--- config.mk ---
export PLATFORM = sky130hd
export DESIGN_NAME = alu_arbiter
export DESIGN_NICKNAME = d
export VERILOG_FILES = /design/src/rtl/alu_arbiter_pkg.sv /design/src/rtl/alu.sv /design/src/rtl/alu_arbiter_rr_arb2.sv /design/src/rtl/alu_arbiter.sv
export SDC_FILE = /design/constraint.sdc
export NUM_CORES = 1
export LEC_CHECK = 0
export BUFFER_PORTS_ARGS = -buffer_cell sky130_fd_sc_hd__buf_2
export CORE_UTILIZATION = 30
export DETAILED_ROUTE_END_ITERATION = 12
export GPL_TIMING_DRIVEN = 0
export PLACE_DENSITY = 0.49
export SLEW_MARGIN = 20
export SYNTH_ARGS = -nofsm -noshare
export SYNTH_HDL_FRONTEND = slang
export SYNTH_SLANG_ARGS = --single-unit
--- constraint.sdc ---
create_clock -name clk -period 5.75 [get_ports clk]
set_clock_uncertainty 0.1 [all_clocks]
set_input_delay 0.575 -clock clk [delete_from_list [all_inputs] [get_ports clk]]
set_output_delay 0.575 -clock clk [all_outputs]
set_load 0.02 [all_outputs]
--- src/rtl/alu_arbiter_pkg.sv ---
// Shared types and constants for the two-port alu arbiter and its alu datapath.
package alu_arbiter_pkg;

    localparam int unsigned DATA_W = 16;
    localparam int unsigned OP_W   = 3;
    localparam int unsigned MSB    = DATA_W - 1;

    localparam logic ALU_SEL_AU = 1'b0;
    localparam logic ALU_SEL_LU = 1'b1;

    // Arithmetic unit opcode map
    localparam logic [OP_W-1:0] ALU_OP_ADD  = 3'd0;
    localparam logic [OP_W-1:0] ALU_OP_SUB  = 3'd1;
    localparam logic [OP_W-1:0] ALU_OP_INC  = 3'd2;
    localparam logic [OP_W-1:0] ALU_OP_DEC  = 3'd3;
    localparam logic [OP_W-1:0] ALU_OP_SHL  = 3'd4;
    localparam logic [OP_W-1:0] ALU_OP_SHR  = 3'd5;
    localparam logic [OP_W-1:0] ALU_OP_ASR  = 3'd6;
    localparam logic [OP_W-1:0] ALU_OP_PASS = 3'd7;

    // Logic unit opcode map
    localparam logic [OP_W-1:0] ALU_OP_AND   = 3'd0;
    localparam logic [OP_W-1:0] ALU_OP_OR    = 3'd1;
    localparam logic [OP_W-1:0] ALU_OP_XOR   = 3'd2;
    localparam logic [OP_W-1:0] ALU_OP_NOT   = 3'd3;
    localparam logic [OP_W-1:0] ALU_OP_NAND  = 3'd4;
    localparam logic [OP_W-1:0] ALU_OP_NOR   = 3'd5;
    localparam logic [OP_W-1:0] ALU_OP_XNOR  = 3'd6;
    localparam logic [OP_W-1:0] ALU_OP_PASSB = 3'd7;

    typedef enum logic [1:0] {
        ST_IDLE = 2'd0,
        ST_EXEC = 2'd1,
        ST_RESP = 2'd2
    } state_t;

    typedef struct packed {
        logic              sel;
        logic [OP_W-1:0]   opcode;
        logic [DATA_W-1:0] arg1;
        logic [DATA_W-1:0] arg2;
    } operand_t;

endpackage

--- src/rtl/alu.sv ---
// 16-bit alu: arithmetic unit (sel=0) and logic unit (sel=1), purely combinational.
module alu
    import alu_arbiter_pkg::*;
(
    input  logic              sel,
    input  logic [OP_W-1:0]   opcode,
    input  logic [DATA_W-1:0] arg1,
    input  logic [DATA_W-1:0] arg2,
    output logic [DATA_W-1:0] result,
    output logic              carry,
    output logic              overflow
);

    logic [DATA_W:0] wide;

    always_comb begin
        wide     = '0;
        result   = '0;
        carry    = 1'b0;
        overflow = 1'b0;
        if (sel == ALU_SEL_AU) begin
            case (opcode)
                ALU_OP_ADD: begin
                    wide     = {1'b0, arg1} + {1'b0, arg2};
                    result   = wide[MSB:0];
                    carry    = wide[DATA_W];
                    overflow = (arg1[MSB] == arg2[MSB]) && (result[MSB] != arg1[MSB]);
                end
                ALU_OP_SUB: begin
                    wide     = {1'b0, arg1} - {1'b0, arg2};
                    result   = wide[MSB:0];
                    carry    = wide[DATA_W];
                    overflow = (arg1[MSB] != arg2[MSB]) && (result[MSB] != arg1[MSB]);
                end
                ALU_OP_INC: begin
                    wide     = {1'b0, arg1} + (DATA_W+1)'(1);
                    result   = wide[MSB:0];
                    carry    = wide[DATA_W];
                    overflow = !arg1[MSB] && result[MSB];
                end
                ALU_OP_DEC: begin
                    wide     = {1'b0, arg1} - (DATA_W+1)'(1);
                    result   = wide[MSB:0];
                    carry    = wide[DATA_W];
                    overflow = arg1[MSB] && !result[MSB];
                end
                ALU_OP_SHL: begin
                    result   = {arg1[MSB-1:0], 1'b0};
                    carry    = arg1[MSB];
                    overflow = arg1[MSB] ^ arg1[MSB-1];
                end
                ALU_OP_SHR: begin
                    result = {1'b0, arg1[MSB:1]};
                    carry  = arg1[0];
                end
                ALU_OP_ASR: begin
                    result = {arg1[MSB], arg1[MSB:1]};
                    carry  = arg1[0];
                end
                default: result = arg1;
            endcase
        end else begin
            case (opcode)
                ALU_OP_AND:  result = arg1 & arg2;
                ALU_OP_OR:   result = arg1 | arg2;
                ALU_OP_XOR:  result = arg1 ^ arg2;
                ALU_OP_NOT:  result = ~arg1;
                ALU_OP_NAND: result = ~(arg1 & arg2);
                ALU_OP_NOR:  result = ~(arg1 | arg2);
                ALU_OP_XNOR: result = ~(arg1 ^ arg2);
                default:     result = arg2;
            endcase
            // The logic unit leaves its sign bit on carry; callers must mask it.
            carry = result[MSB];
        end
    end

endmodule

--- src/rtl/alu_arbiter_rr_arb2.sv ---
// Two-input arbiter: round-robin against last_grant, or fixed priority to port 0.
module alu_arbiter_rr_arb2 (
    input  logic [1:0] req,
    input  logic       last_grant,
    input  logic       rr_enable,
    output logic [1:0] grant
);

    always_comb begin
        grant = req;
        if (&req) begin
            grant = (rr_enable && !last_grant) ? 2'b10 : 2'b01;
        end
    end

endmodule

--- src/rtl/alu_arbiter.sv ---
// Shares one alu between two valid/ready requesters: arbitrate, execute from
// registered operands, then hold a registered response until the winner accepts.
module alu_arbiter
    import alu_arbiter_pkg::*;
#(
    parameter logic RR_ENABLE = 1'b1
) (
    input  logic        clk,
    input  logic        rst_n,
    input  logic [1:0]  req_valid,
    output logic [1:0]  req_ready,
    input  logic [1:0]  req_select,
    input  logic [5:0]  req_opcode,
    input  logic [31:0] req_arg1,
    input  logic [31:0] req_arg2,
    output logic [1:0]  rsp_valid,
    input  logic [1:0]  rsp_ready,
    output logic [15:0] rsp_result,
    output logic        rsp_carry,
    output logic        rsp_overflow,
    output logic        busy,
    output logic [15:0] ops_done
);

    state_t            state_q, state_d;
    logic              gnt_q, gnt_d;
    logic              last_grant_q, last_grant_d;
    operand_t          opnd_q, opnd_d;
    logic [DATA_W-1:0] result_q, result_d;
    logic              carry_q, carry_d;
    logic              ovf_q, ovf_d;
    logic [15:0]       ops_q, ops_d;

    logic [1:0]        grant;
    logic [DATA_W-1:0] alu_result;
    logic              alu_carry;
    logic              alu_ovf;

    alu_arbiter_rr_arb2 u_rr_arb2 (
        .req        (req_valid),
        .last_grant (last_grant_q),
        .rr_enable  (RR_ENABLE),
        .grant      (grant)
    );

    alu u_alu (
        .sel      (opnd_q.sel),
        .opcode   (opnd_q.opcode),
        .arg1     (opnd_q.arg1),
        .arg2     (opnd_q.arg2),
        .result   (alu_result),
        .carry    (alu_carry),
        .overflow (alu_ovf)
    );

    always_comb begin
        state_d      = state_q;
        gnt_d        = gnt_q;
        last_grant_d = last_grant_q;
        opnd_d       = opnd_q;
        result_d     = result_q;
        carry_d      = carry_q;
        ovf_d        = ovf_q;
        ops_d        = ops_q;
        req_ready    = 2'b00;
        case (state_q)
            ST_IDLE: begin
                // Grant is suppressed while reset is held so nothing is accepted then.
                req_ready = rst_n ? grant : 2'b00;
                if (|grant) begin
                    gnt_d         = grant[1];
                    opnd_d.sel    = grant[1] ? req_select[1]     : req_select[0];
                    opnd_d.opcode = grant[1] ? req_opcode[5:3]   : req_opcode[2:0];
                    opnd_d.arg1   = grant[1] ? req_arg1[31:16]   : req_arg1[15:0];
                    opnd_d.arg2   = grant[1] ? req_arg2[31:16]   : req_arg2[15:0];
                    state_d       = ST_EXEC;
                end
            end
            ST_EXEC: begin
                result_d = alu_result;
                carry_d  = (opnd_q.sel == ALU_SEL_AU) ? alu_carry : 1'b0;
                ovf_d    = (opnd_q.sel == ALU_SEL_AU) ? alu_ovf   : 1'b0;
                state_d  = ST_RESP;
            end
            ST_RESP: begin
                if (rsp_ready[gnt_q]) begin
                    last_grant_d = gnt_q;
                    ops_d        = ops_q + 16'd1;
                    state_d      = ST_IDLE;
                end
            end
            default: state_d = ST_IDLE;
        endcase
    end

    always_ff @(posedge clk) begin
        if (!rst_n) begin
            state_q      <= ST_IDLE;
            gnt_q        <= 1'b0;
            last_grant_q <= 1'b1;
            opnd_q       <= '0;
            result_q     <= '0;
            carry_q      <= 1'b0;
            ovf_q        <= 1'b0;
            ops_q        <= '0;
        end else begin
            state_q      <= state_d;
            gnt_q        <= gnt_d;
            last_grant_q <= last_grant_d;
            opnd_q       <= opnd_d;
            result_q     <= result_d;
            carry_q      <= carry_d;
            ovf_q        <= ovf_d;
            ops_q        <= ops_d;
        end
    end

    assign rsp_valid    = (state_q == ST_RESP) ? (gnt_q ? 2'b10 : 2'b01) : 2'b00;
    assign rsp_result   = result_q;
    assign rsp_carry    = carry_q;
    assign rsp_overflow = ovf_q;
    assign busy         = (state_q != ST_IDLE);
    assign ops_done     = ops_q;

endmodule

==> results of run 1 <==
[metal layers]
layer / track usage / wire length [microns] / vias up
li1: - / - / 4021
met2: 0.398 / 14500 / 433
met1: 0.350 / 14800 / 3982
met5: 0 / 0 / -
met3: 0.0494 / 2780 / 52
met4: 0.0892 / 827 / 0
[through the flow]
step	setup WS [ns]	power [mW]	utilization	hold slack (ns)
CTS	2.07	2.69	0.361	0.346
floorplan	2.85	1.59	-	0.370
global route	1.68	2.87	0.361	0.364
global placement	2.14	2.02	0.348	0.372
finish	1.99	2.72	0.361	0.353
detailed placement	2.10	2.02	0.348	0.378
[worst paths after layout]
kind | startpoint | to | slack (ns) | depth (start not counted)
max reg2reg | opnd_q[17] | rsp_result[15] | 1.99 | 13
max | opnd_q[17] | rsp_result[15] | 1.99 | 13
min reg2reg | ops_done[15] | ops_done[15] | 0.39 | 2
min | rsp_ready[1] | last_grant_q | 0.35 | 3
[worst min-delay path: cells and delay by family]
| family | cells | cell delay, ns |
|---|---|---|
| buf+inv | 1 | 0.09 |
| simple gates | 2 | 0.10 |
[cell families after synthesis]
group,synth area share
AND/OR/NAND/NOR,0.224
AO/OA/AOI/OAI,0.283
buffers and inverters,0.0739
XOR/XNOR,0.0888
flip-flops,0.198
adder cells (fa/ha/maj),0.100
multiplexers,0.0320
[cell type report]
class / instances / area, sq um
Antenna cell: 1 / 2.50
Buffer: 88 / 378
Clock buffer: 10 / 239
Clock inverter: 6 / 93.8
Fill cell: 2692 / 15600
Inverter: 47 / 176
Multi-Input combinational cell: 839 / 5460
Sequential cell: 74 / 1480
Tap cell: 324 / 405
Timing Repair Buffer: 116 / 581
[Yosys cell counts (14+ instances only)]
master	count	area, sq um
sky130_fd_sc_hd__nor3_1	25	125
sky130_fd_sc_hd__xor2_1	18	158
sky130_fd_sc_hd__a31oi_1	42	263
sky130_fd_sc_hd__nor2_1	92	345
sky130_fd_sc_hd__dfxtp_1	74	1480
sky130_fd_sc_hd__ha_1	57	713
sky130_fd_sc_hd__clkbuf_1	54	203
sky130_fd_sc_hd__buf_2	26	130
sky130_fd_sc_hd__inv_1	44	165
sky130_fd_sc_hd__o21ai_0	55	275
sky130_fd_sc_hd__a21oi_1	75	375
sky130_fd_sc_hd__nor2b_1	14	87.6
sky130_fd_sc_hd__mux2i_1	24	240
sky130_fd_sc_hd__o221ai_1	21	184
sky130_fd_sc_hd__nand3_1	27	135
sky130_fd_sc_hd__xnor2_1	58	508
sky130_fd_sc_hd__nand2_1	128	480
sky130_fd_sc_hd__o22ai_1	16	100
[report_power, final]
part	switching [mW]	internal, mW	leakage, nW
Clock	0.271	0.398	0.160
Combinational	0.903	0.499	2.82
Sequential	0.0826	0.568	0.609
[registers in the layout, summed over array words and instances, names as in the netlist]
name / count
rsp_carry: 1
gnt_q: 1
last_grant_q: 1
rsp_result: 16
opnd_q: 36
ops_done: 16
state_q: 2
rsp_overflow: 1
==> results_dict.tcl, run 1 <==
set metrics [dict create \
    run_status "completed" \
    cell_with_the_largest_stage_delay_on_the_worst_path "sky130_fd_sc_hd__nor4_1" \
    buffer_ports.inserted 116 \
    timing_worst_slew_pin_value_ns 0.964 \
    vias 8488 \
    overall_global_routing_usage 0.256 \
    grt_pass1_vias 8177 \
    boundaryPins 117 \
    finalHoldViolCount 0 \
    grt_antenna_before_repair 0 \
    design.final.nets 1312 \
    critPathTopFamily "simple AND/OR/NAND/NOR gates" \
    cts_tree "yes" \
    clk-insertion-delay-late_ns 0.35 \
    floorplan.rows 57 \
    floorplan.die_area_sq_um 25600 \
    warnings_synthesis 0 \
    stdcell_count 1505 \
    chipHeight_microns 160 \
    path_class "register to register" \
    layout.cells.most_common_list "sky130_fd_sc_hd__buf_2 (142), sky130_fd_sc_hd__nand2_1 (128), sky130_fd_sc_hd__nor2_1 (92)" \
    place_area_sq_um 8480 \
    floorplan.initialDensity 0.307 \
    yosysSeqAreaShare 0.198 \
    totalNegativeSetupSlack_ns 0 \
    postCtsHoldBufs 0 \
    number_of_sinks_on_the_clock_net 74 \
    drt.antenna.violating_nets 0 \
    worstPathCellList "clkbuf_1 -> nor4_1 -> nand2_1 -> nor4_1 -> and3_1 -> ha_1 -> o21ai_1 -> o31ai_1 -> a21oi_1 -> nand3_1 -> a311oi_1 -> o31ai_1 -> o21a_1" \
    cts_made_buffers 9 \
    ctsResizeCount 0 \
    synth.ff_latch_count 74 \
    slew_violations 0 \
    synth_edf_count 0 \
    maximum_number_of_pins_on_one_net_before_global_route_repair 15 \
    max_cap_violations 0 \
    fmaxAchievable_mhz 266 \
    global_route_wire_length_before_repair_microns 49900 \
    cpPeakStageDelay_ns 0.56 \
    p_leak_nw 3.59 \
    setup_viol_count_final 0 \
    globalplace.congestion 0.970 \
    drtPass1Iterations 5 \
    ys_types 72 \
    cts_max_path_buffers 2 \
    final_min_period_ns 3.76 \
    cp_startpoint_kind "register" \
    powerDensity_nw_per_um2 309 \
    relative_slew_slack 0.358 \
    async_reset_ff_frac 0 \
    place_inst 1488 \
    clkSlewWorstSetupHoldPaths_ns 0.07 \
    cts_post_setup_buffers_inserted 0 \
    timing.critical_path.to_type "register" \
    crit_path_max_fanout 8 \
    cts-root-buf "sky130_fd_sc_hd__clkbuf_16" \
    ir_worst_vdd_mv 0.170 \
    avgSynthCellArea_sq_um 7.15 \
    drc_errors 0 \
    layout-drive-gt1-share 0.153 \
    final_common_cell "sky130_fd_sc_hd__buf_2" \
    synthToLayoutAreaGrowth_pct 17.6 \
    syn-instance-count 1048 \
    crit_arrival_ns 3.91 \
    detail_route.wl_per_cell_microns 21.8 \
    synth_nets 1185 \
    final.period_utilization 0.654 \
    place_hpwl_microns 25700 \
    hold_class "primary input to register" \
    dr.first_iter.drc_count 709 \
    die_width_microns 160 \
    globalRouteOverflowTotal 0 \
    post_synth_instance_area_sq_um 7500 \
    unrepaired_setup_endpoints_after_global_routing "false" \
    route.final.wire_length_microns 32900 \
    number_of_vias_per_cell_after_detailed_routing 5.64 \
    critical_path_buffers_and_inverters 1 \
    stdcell_area_sq_um 8820 \
    most_used_flip_flop_cell_after_synthesis "sky130_fd_sc_hd__dfxtp_1" \
    data_required_time_at_the_worst_endpoint_ns 5.90 \
    htreeDepth 3 \
    floorplan.core_area_sq_um 24400 \
]
No activity file was read; power rests on OpenSTA's default activity.
==> run 2: changes to the inputs <==
==> constraint.sdc (replaced) <==
create_clock -name clk -period 3.55 [get_ports clk]
set_clock_uncertainty 0.1 [all_clocks]
set_input_delay 0.355 -clock clk [delete_from_list [all_inputs] [get_ports clk]]
set_output_delay 0.355 -clock clk [all_outputs]
set_load 0.02 [all_outputs]
==> results_dict.tcl, run 2 (synthesis results as in run 1) <==
set metrics [dict create \
    design.final.nets 1312 \
    grt_pass1_vias 8191 \
    drt.antenna.violating_nets 0 \
    whs_ns 0.132 \
    nFillCells 2691 \
    regMostFlops "opnd_q" \
    cts_tree "yes" \
    max_cap_violations 0 \
    boundaryPins 117 \
    maximum_number_of_pins_on_one_net_before_global_route_repair 15 \
    ir_worst_vdd_mv 0.277 \
    data_required_time_at_the_worst_endpoint_ns 3.69 \
    cp_startpoint_kind "register" \
    vias 8502 \
    floorplan.rows 57 \
    route.final.wire_length_microns 32800 \
    buffer_ports.inserted 116 \
    overall_global_routing_usage 0.256 \
    globalRouteOverflowTotal 0 \
    number_of_sinks_on_the_clock_net 74 \
    globalplace.congestion 0.970 \
    number_of_vias_per_cell_after_detailed_routing 5.65 \
    detail_route.wl_per_cell_microns 21.8 \
    crit_arrival_ns 3.49 \
    die_width_microns 160 \
    p_leak_nw 3.63 \
    floorplan.die_area_sq_um 25600 \
    cts-root-buf "sky130_fd_sc_hd__clkbuf_16" \
    layout-drive-gt1-share 0.164 \
    final_min_period_ns 3.35 \
    run_status "completed" \
    cts_max_path_buffers 2 \
    finish.utilization 0.364 \
    floorplan.core_area_sq_um 24400 \
    clkSlewWorstSetupHoldPaths_ns 0.07 \
    totalNegativeSetupSlack_ns 0 \
    hold_class "primary input to register" \
    path_class "register to register" \
    timing.critical_path.to_type "register" \
    finalHoldViolCount 0 \
    fmaxAchievable_mhz 299 \
    clk-insertion-delay-late_ns 0.36 \
    largest_register_ffs 36 \
    floorplan.initialDensity 0.307 \
    final_common_cell "sky130_fd_sc_hd__buf_2" \
    global_route_wire_length_before_repair_microns 49900 \
    drc_errors 0 \
    synthToLayoutAreaGrowth_pct 18.5 \
    relative_slew_slack 0.347 \
    final.period_utilization 0.944 \
    layout.cells.most_common_list "sky130_fd_sc_hd__buf_2 (142), sky130_fd_sc_hd__nand2_1 (128), sky130_fd_sc_hd__nor2_1 (92)" \
    htreeDepth 3 \
    postCtsHoldBufs 0 \
    drtPass1Iterations 5 \
    powerDensity_nw_per_um2 500 \
    grt_antenna_before_repair 0 \
    dr.first_iter.drc_count 701 \
    timing_worst_slew_pin_value_ns 0.979 \
    cts_made_buffers 9 \
    crit_path_max_fanout 8 \
    unrepaired_setup_endpoints_after_global_routing "false" \
    setup_viol_count_final 0 \
    place_hpwl_microns 25700 \
    slew_violations 0 \
    chipHeight_microns 160 \
]
## run 2: cell counts in the layout (fill, tap and decap cells not counted)
Identical to the previous run, type by type.
## run 2: per-layer routing
layer	GRT usage	routed length (microns)	vias to the layer above
met5	0	0	-
met4	0.0892	855	0
met3	0.0494	2500	58
met2	0.399	14300	407
met1	0.350	15100	4009
li1	-	-	4028
## run 2: power breakdown
group	total (mW)	internal, mW	switching (mW)	leakage (nW)
Combinational	2.30	0.821	1.48	2.86
Clock	1.09	0.644	0.441	0.160
Sequential	1.06	0.920	0.137	0.609
Total	4.44	2.39	2.06	3.63
## run 2: final cells by class
class                      instances  area, sq um  share of cell area
clock buffer                      10          239              0.0269
clock inverter                     6         93.8              0.0106
inverter                          47          176              0.0199
sequential                        74         1480               0.167
buffer                            88          388              0.0437
tap                              324          405              0.0457
antenna                            1         2.50            0.000282
multi-input combinational        839         5510               0.621
timing repair buffer             116          581              0.0654
## run 2: worst paths after layout
| kind | start | to | slack (ns) | cells after the start |
|---|---|---|---|---|
| min reg2reg | ops_done[15] | ops_done[15] | 0.39 | 2 |
| max reg2reg | opnd_q[17] | rsp_overflow | 0.20 | 10 |
| max | opnd_q[17] | rsp_overflow | 0.20 | 10 |
| min | rsp_ready[1] | last_grant_q | 0.13 | 3 |
## run 2: stage by stage
step	power [mW]	area [sq um]	worst slack, ns	instances
6_report	4.44	8880	0.200	1505
5_1_grt	4.69	8880	0.0116	1504
4_1_cts	4.36	8820	0.0139	1504
3_5_place_dp	3.27	8480	-0.0995	1488
3_3_place_gp	3.28	8480	-0.0638	1488
2_1_floorplan	2.57	7500	0.651	1048
## run 2: timing repair
item | CTS | global route
endpoints found under the setup margin | 1 | 6
resized for setup | 1 | 24
setup buffers | 0 | 0
## run 2: worst max-delay path, cell delays in order (launching register included)
cell	delay [ns]
sky130_fd_sc_hd__dfxtp_1	0.44
sky130_fd_sc_hd__clkbuf_2	0.30
sky130_fd_sc_hd__inv_1	0.17
sky130_fd_sc_hd__ha_1	0.33
sky130_fd_sc_hd__o21ba_2	0.27
sky130_fd_sc_hd__or4_4	0.44
sky130_fd_sc_hd__a21boi_2	0.26
sky130_fd_sc_hd__a21o_2	0.25
sky130_fd_sc_hd__mux2i_1	0.23
sky130_fd_sc_hd__a2111oi_2	0.08
sky130_fd_sc_hd__o311a_1	0.36
==> run 3: changes to the inputs <==
--- a/config.mk
+++ b/config.mk
@@ -13,4 +13,5 @@
 export SLEW_MARGIN = 20
 export SYNTH_ARGS = -nofsm -noshare
 export SYNTH_HDL_FRONTEND = slang
+export SYNTH_HIERARCHICAL = 1
 export SYNTH_SLANG_ARGS = --single-unit
==> constraint.sdc (replaced) <==
create_clock -name clk -period 3.55 [get_ports clk]
set_clock_uncertainty 0.1 [all_clocks]
set_input_delay 0.5325 -clock clk [delete_from_list [all_inputs] [get_ports clk]]
set_output_delay 0.5325 -clock clk [all_outputs]
set_load 0.02 [all_outputs]
==> results_dict.tcl, run 3 <==
set metrics [dict create \
    run_status "completed" \
    avgSynthCellArea_sq_um 7.33 \
    layout.cells.most_common_list "sky130_fd_sc_hd__buf_2 (130), sky130_fd_sc_hd__nor2_1 (104), sky130_fd_sc_hd__nand2_1 (93)" \
    cts_max_path_buffers 2 \
    synth_edf_count 0 \
    cts_made_buffers 9 \
    floorplan.core_area_sq_um 25100 \
    yosysSeqAreaShare 0.193 \
    synth.ff_latch_count 74 \
    setup_viol_count_final 0 \
    global_route_wire_length_before_repair_microns 47000 \
    area_of_the_multi_input_gates_sq_um 5760 \
    unrepaired_setup_endpoints_after_global_routing "true" \
    cts_tree "yes" \
    overall_global_routing_usage 0.237 \
    place_inst 1493 \
    p_leak_nw 3.62 \
    timing_worst_slew_pin_value_ns 1.01 \
    dp_slack_ns -0.551 \
    buffer_ports.inserted 116 \
    die_width_microns 162 \
    maximum_number_of_pins_on_one_net_before_global_route_repair 14 \
    crit_path_max_fanout 10 \
    drt.antenna.violating_nets 0 \
    slew_violations 0 \
    design.final.nets 1307 \
    detail_route.wl_per_cell_microns 20.7 \
    stdcell_count 1505 \
    layout_setup_ws_ns 0.110 \
    htreeDepth 3 \
    vias 8374 \
    synth_nets 1184 \
    floorplan.die_area_sq_um 26200 \
    clkSlewWorstSetupHoldPaths_ns 0.06 \
    drc_errors 0 \
    antenna_cells 0 \
    final_common_cell "sky130_fd_sc_hd__buf_2" \
    layout-drive-gt1-share 0.173 \
    warnings_synthesis 6 \
    cts-root-buf "sky130_fd_sc_hd__clkbuf_16" \
    globalplace.congestion 0.940 \
    path_class "register to register" \
    yosysTopAreaCellShare 0.193 \
    number_of_vias_per_cell_after_detailed_routing 5.56 \
    final.period_utilization 0.969 \
    grt_antenna_before_repair 0 \
    regMostFlops "opnd_q" \
    powerDensity_nw_per_um2 444 \
    nFillCells 2797 \
    relative_slew_slack 0.321 \
    place_hpwl_microns 24000 \
    dr.first_iter.drc_count 704 \
    netlist_top_cells_area "sky130_fd_sc_hd__dfxtp_1 (19%), sky130_fd_sc_hd__ha_1 (9.3%), sky130_fd_sc_hd__mux2i_1 (7.2%), sky130_fd_sc_hd__xnor2_1 (5.7%), sky130_fd_sc_hd__a21oi_1 (5.4%)" \
    hold_class "primary input to register" \
    syn-instance-count 1047 \
    floorplan.initialDensity 0.306 \
    async_reset_ff_frac 0 \
    finalHoldViolCount 0 \
    leading_post_synthesis_cells_by_instance_count "sky130_fd_sc_hd__nor2_1 (104), sky130_fd_sc_hd__nand2_1 (93), sky130_fd_sc_hd__a21oi_1 (83), sky130_fd_sc_hd__dfxtp_1 (74), sky130_fd_sc_hd__clkbuf_1 (64)" \
    grt_pass1_vias 7768 \
    storage_element_area_sq_um 1500 \
    fmaxAchievable_mhz 291 \
    post_synth_instance_area_sq_um 7670 \
    timing.critical_path.to_type "register" \
    boundaryPins 117 \
    chipHeight_microns 162 \
    crit_arrival_ns 3.61 \
    ir_worst_vdd_mv 0.247 \
    yosysMostFrequentCell "sky130_fd_sc_hd__nor2_1" \
    cp_startpoint_kind "register" \
    final_min_period_ns 3.44 \
    drtPass1Iterations 8 \
    ys_types 75 \
    max_cap_violations 0 \
    route.final.wire_length_microns 31200 \
    cts_post_setup_buffers_inserted 0 \
    floorplan.rows 58 \
    synth_area_leader_cell "sky130_fd_sc_hd__dfxtp_1" \
    globalRouteOverflowTotal 0 \
    synthToLayoutAreaGrowth_pct 19.1 \
    clk-insertion-delay-late_ns 0.34 \
    data_required_time_at_the_worst_endpoint_ns 3.72 \
    number_of_sinks_on_the_clock_net 74 \
    largest_register_ffs 36 \
    most_used_flip_flop_cell_after_synthesis "sky130_fd_sc_hd__dfxtp_1" \
]
[run 3: cells by family (layout without fill, tap and decap cells)]
kind of cell,after synthesis,count (layout),synth area share
muxes,57,57,0.0762
DFF,74,74,0.193
other,1,1,0.000489
AOI/OAI and AO/OA,330,330,0.288
and+or+nand+nor,314,314,0.194
xor gates and xnor gates,64,64,0.0731
adders and majority gates,60,60,0.0995
buffers and inverters,147,275,0.0752
[run 3: path summary, 6_finish.rpt]
check | startpoint | to | slack [ns] | cells after the start
setup / recovery | opnd_q[19] | rsp_result[14] | 0.11 | 12
hold / removal | rst_n | last_grant_q | 0.35 | 2
setup reg to reg | opnd_q[19] | rsp_result[14] | 0.11 | 12
hold reg to reg | rsp_result[2] | rsp_result[2] | 0.35 | 2
[run 3: critical path, cell delays in order, from the launching register on]
cell and delay (ns):
sky130_fd_sc_hd__dfxtp_4 0.40, sky130_fd_sc_hd__clkbuf_4 0.21, sky130_fd_sc_hd__inv_1 0.08, sky130_fd_sc_hd__ha_1 0.37
sky130_fd_sc_hd__and2_1 0.24, sky130_fd_sc_hd__a221o_1 0.42, sky130_fd_sc_hd__a21oi_4 0.23, sky130_fd_sc_hd__a21oi_2 0.14
sky130_fd_sc_hd__a2111oi_4 0.35, sky130_fd_sc_hd__mux2_1 0.37, sky130_fd_sc_hd__a32oi_1 0.22, sky130_fd_sc_hd__nand2_1 0.09
sky130_fd_sc_hd__a21oi_1 0.13
[run 3: routing by layer]
layer,up-vias,global-route usage,part of all wire
li1,4037,-,-
met1,3911,0.321,0.44
met2,358,0.368,0.44
met3,68,0.0388,0.076
met4,0,0.108,0.041
met5,-,0,0
[run 3: power breakdown]
group | switching [mW] | total [mW] | internal (mW)
combinational | 1.34 | 2.12 | 0.774
clock | 0.367 | 0.912 | 0.545
sequential | 0.121 | 1.03 | 0.909
[run 3: per-stage QoR]
step	setup TNS [ns]	area, sq um	total power, mW	hold WS [ns]	util
2_1_floorplan	0	7670	2.38	0.377	-
3_3_place_gp	-4.71	8660	3.02	0.344	0.345
3_5_place_dp	-4.47	8660	3.02	0.344	0.345
4_1_cts	-0.00965	9050	4.00	0.324	0.361
5_1_grt	-0.0539	9140	4.29	0.347	0.364
6_report	0	9140	4.06	0.345	0.364
[run 3: what timing repair did]
action,in CTS,in global routing
hold buffers,0,0
pin swaps,1,1
cloned,0,0
setup endpoints to repair,13,14
hold endpoints to repair,0,0
resized for setup,28,34
[run 3: cell type report]
cell class | count | area share
Multi-Input combinational cell | 826 | 0.630
Sequential cell | 74 | 0.164
Timing Repair Buffer | 116 | 0.0635
Tap cell | 330 | 0.0452
Buffer | 86 | 0.0418
Clock buffer | 10 | 0.0251
Inverter | 57 | 0.0234
Clock inverter | 6 | 0.00712
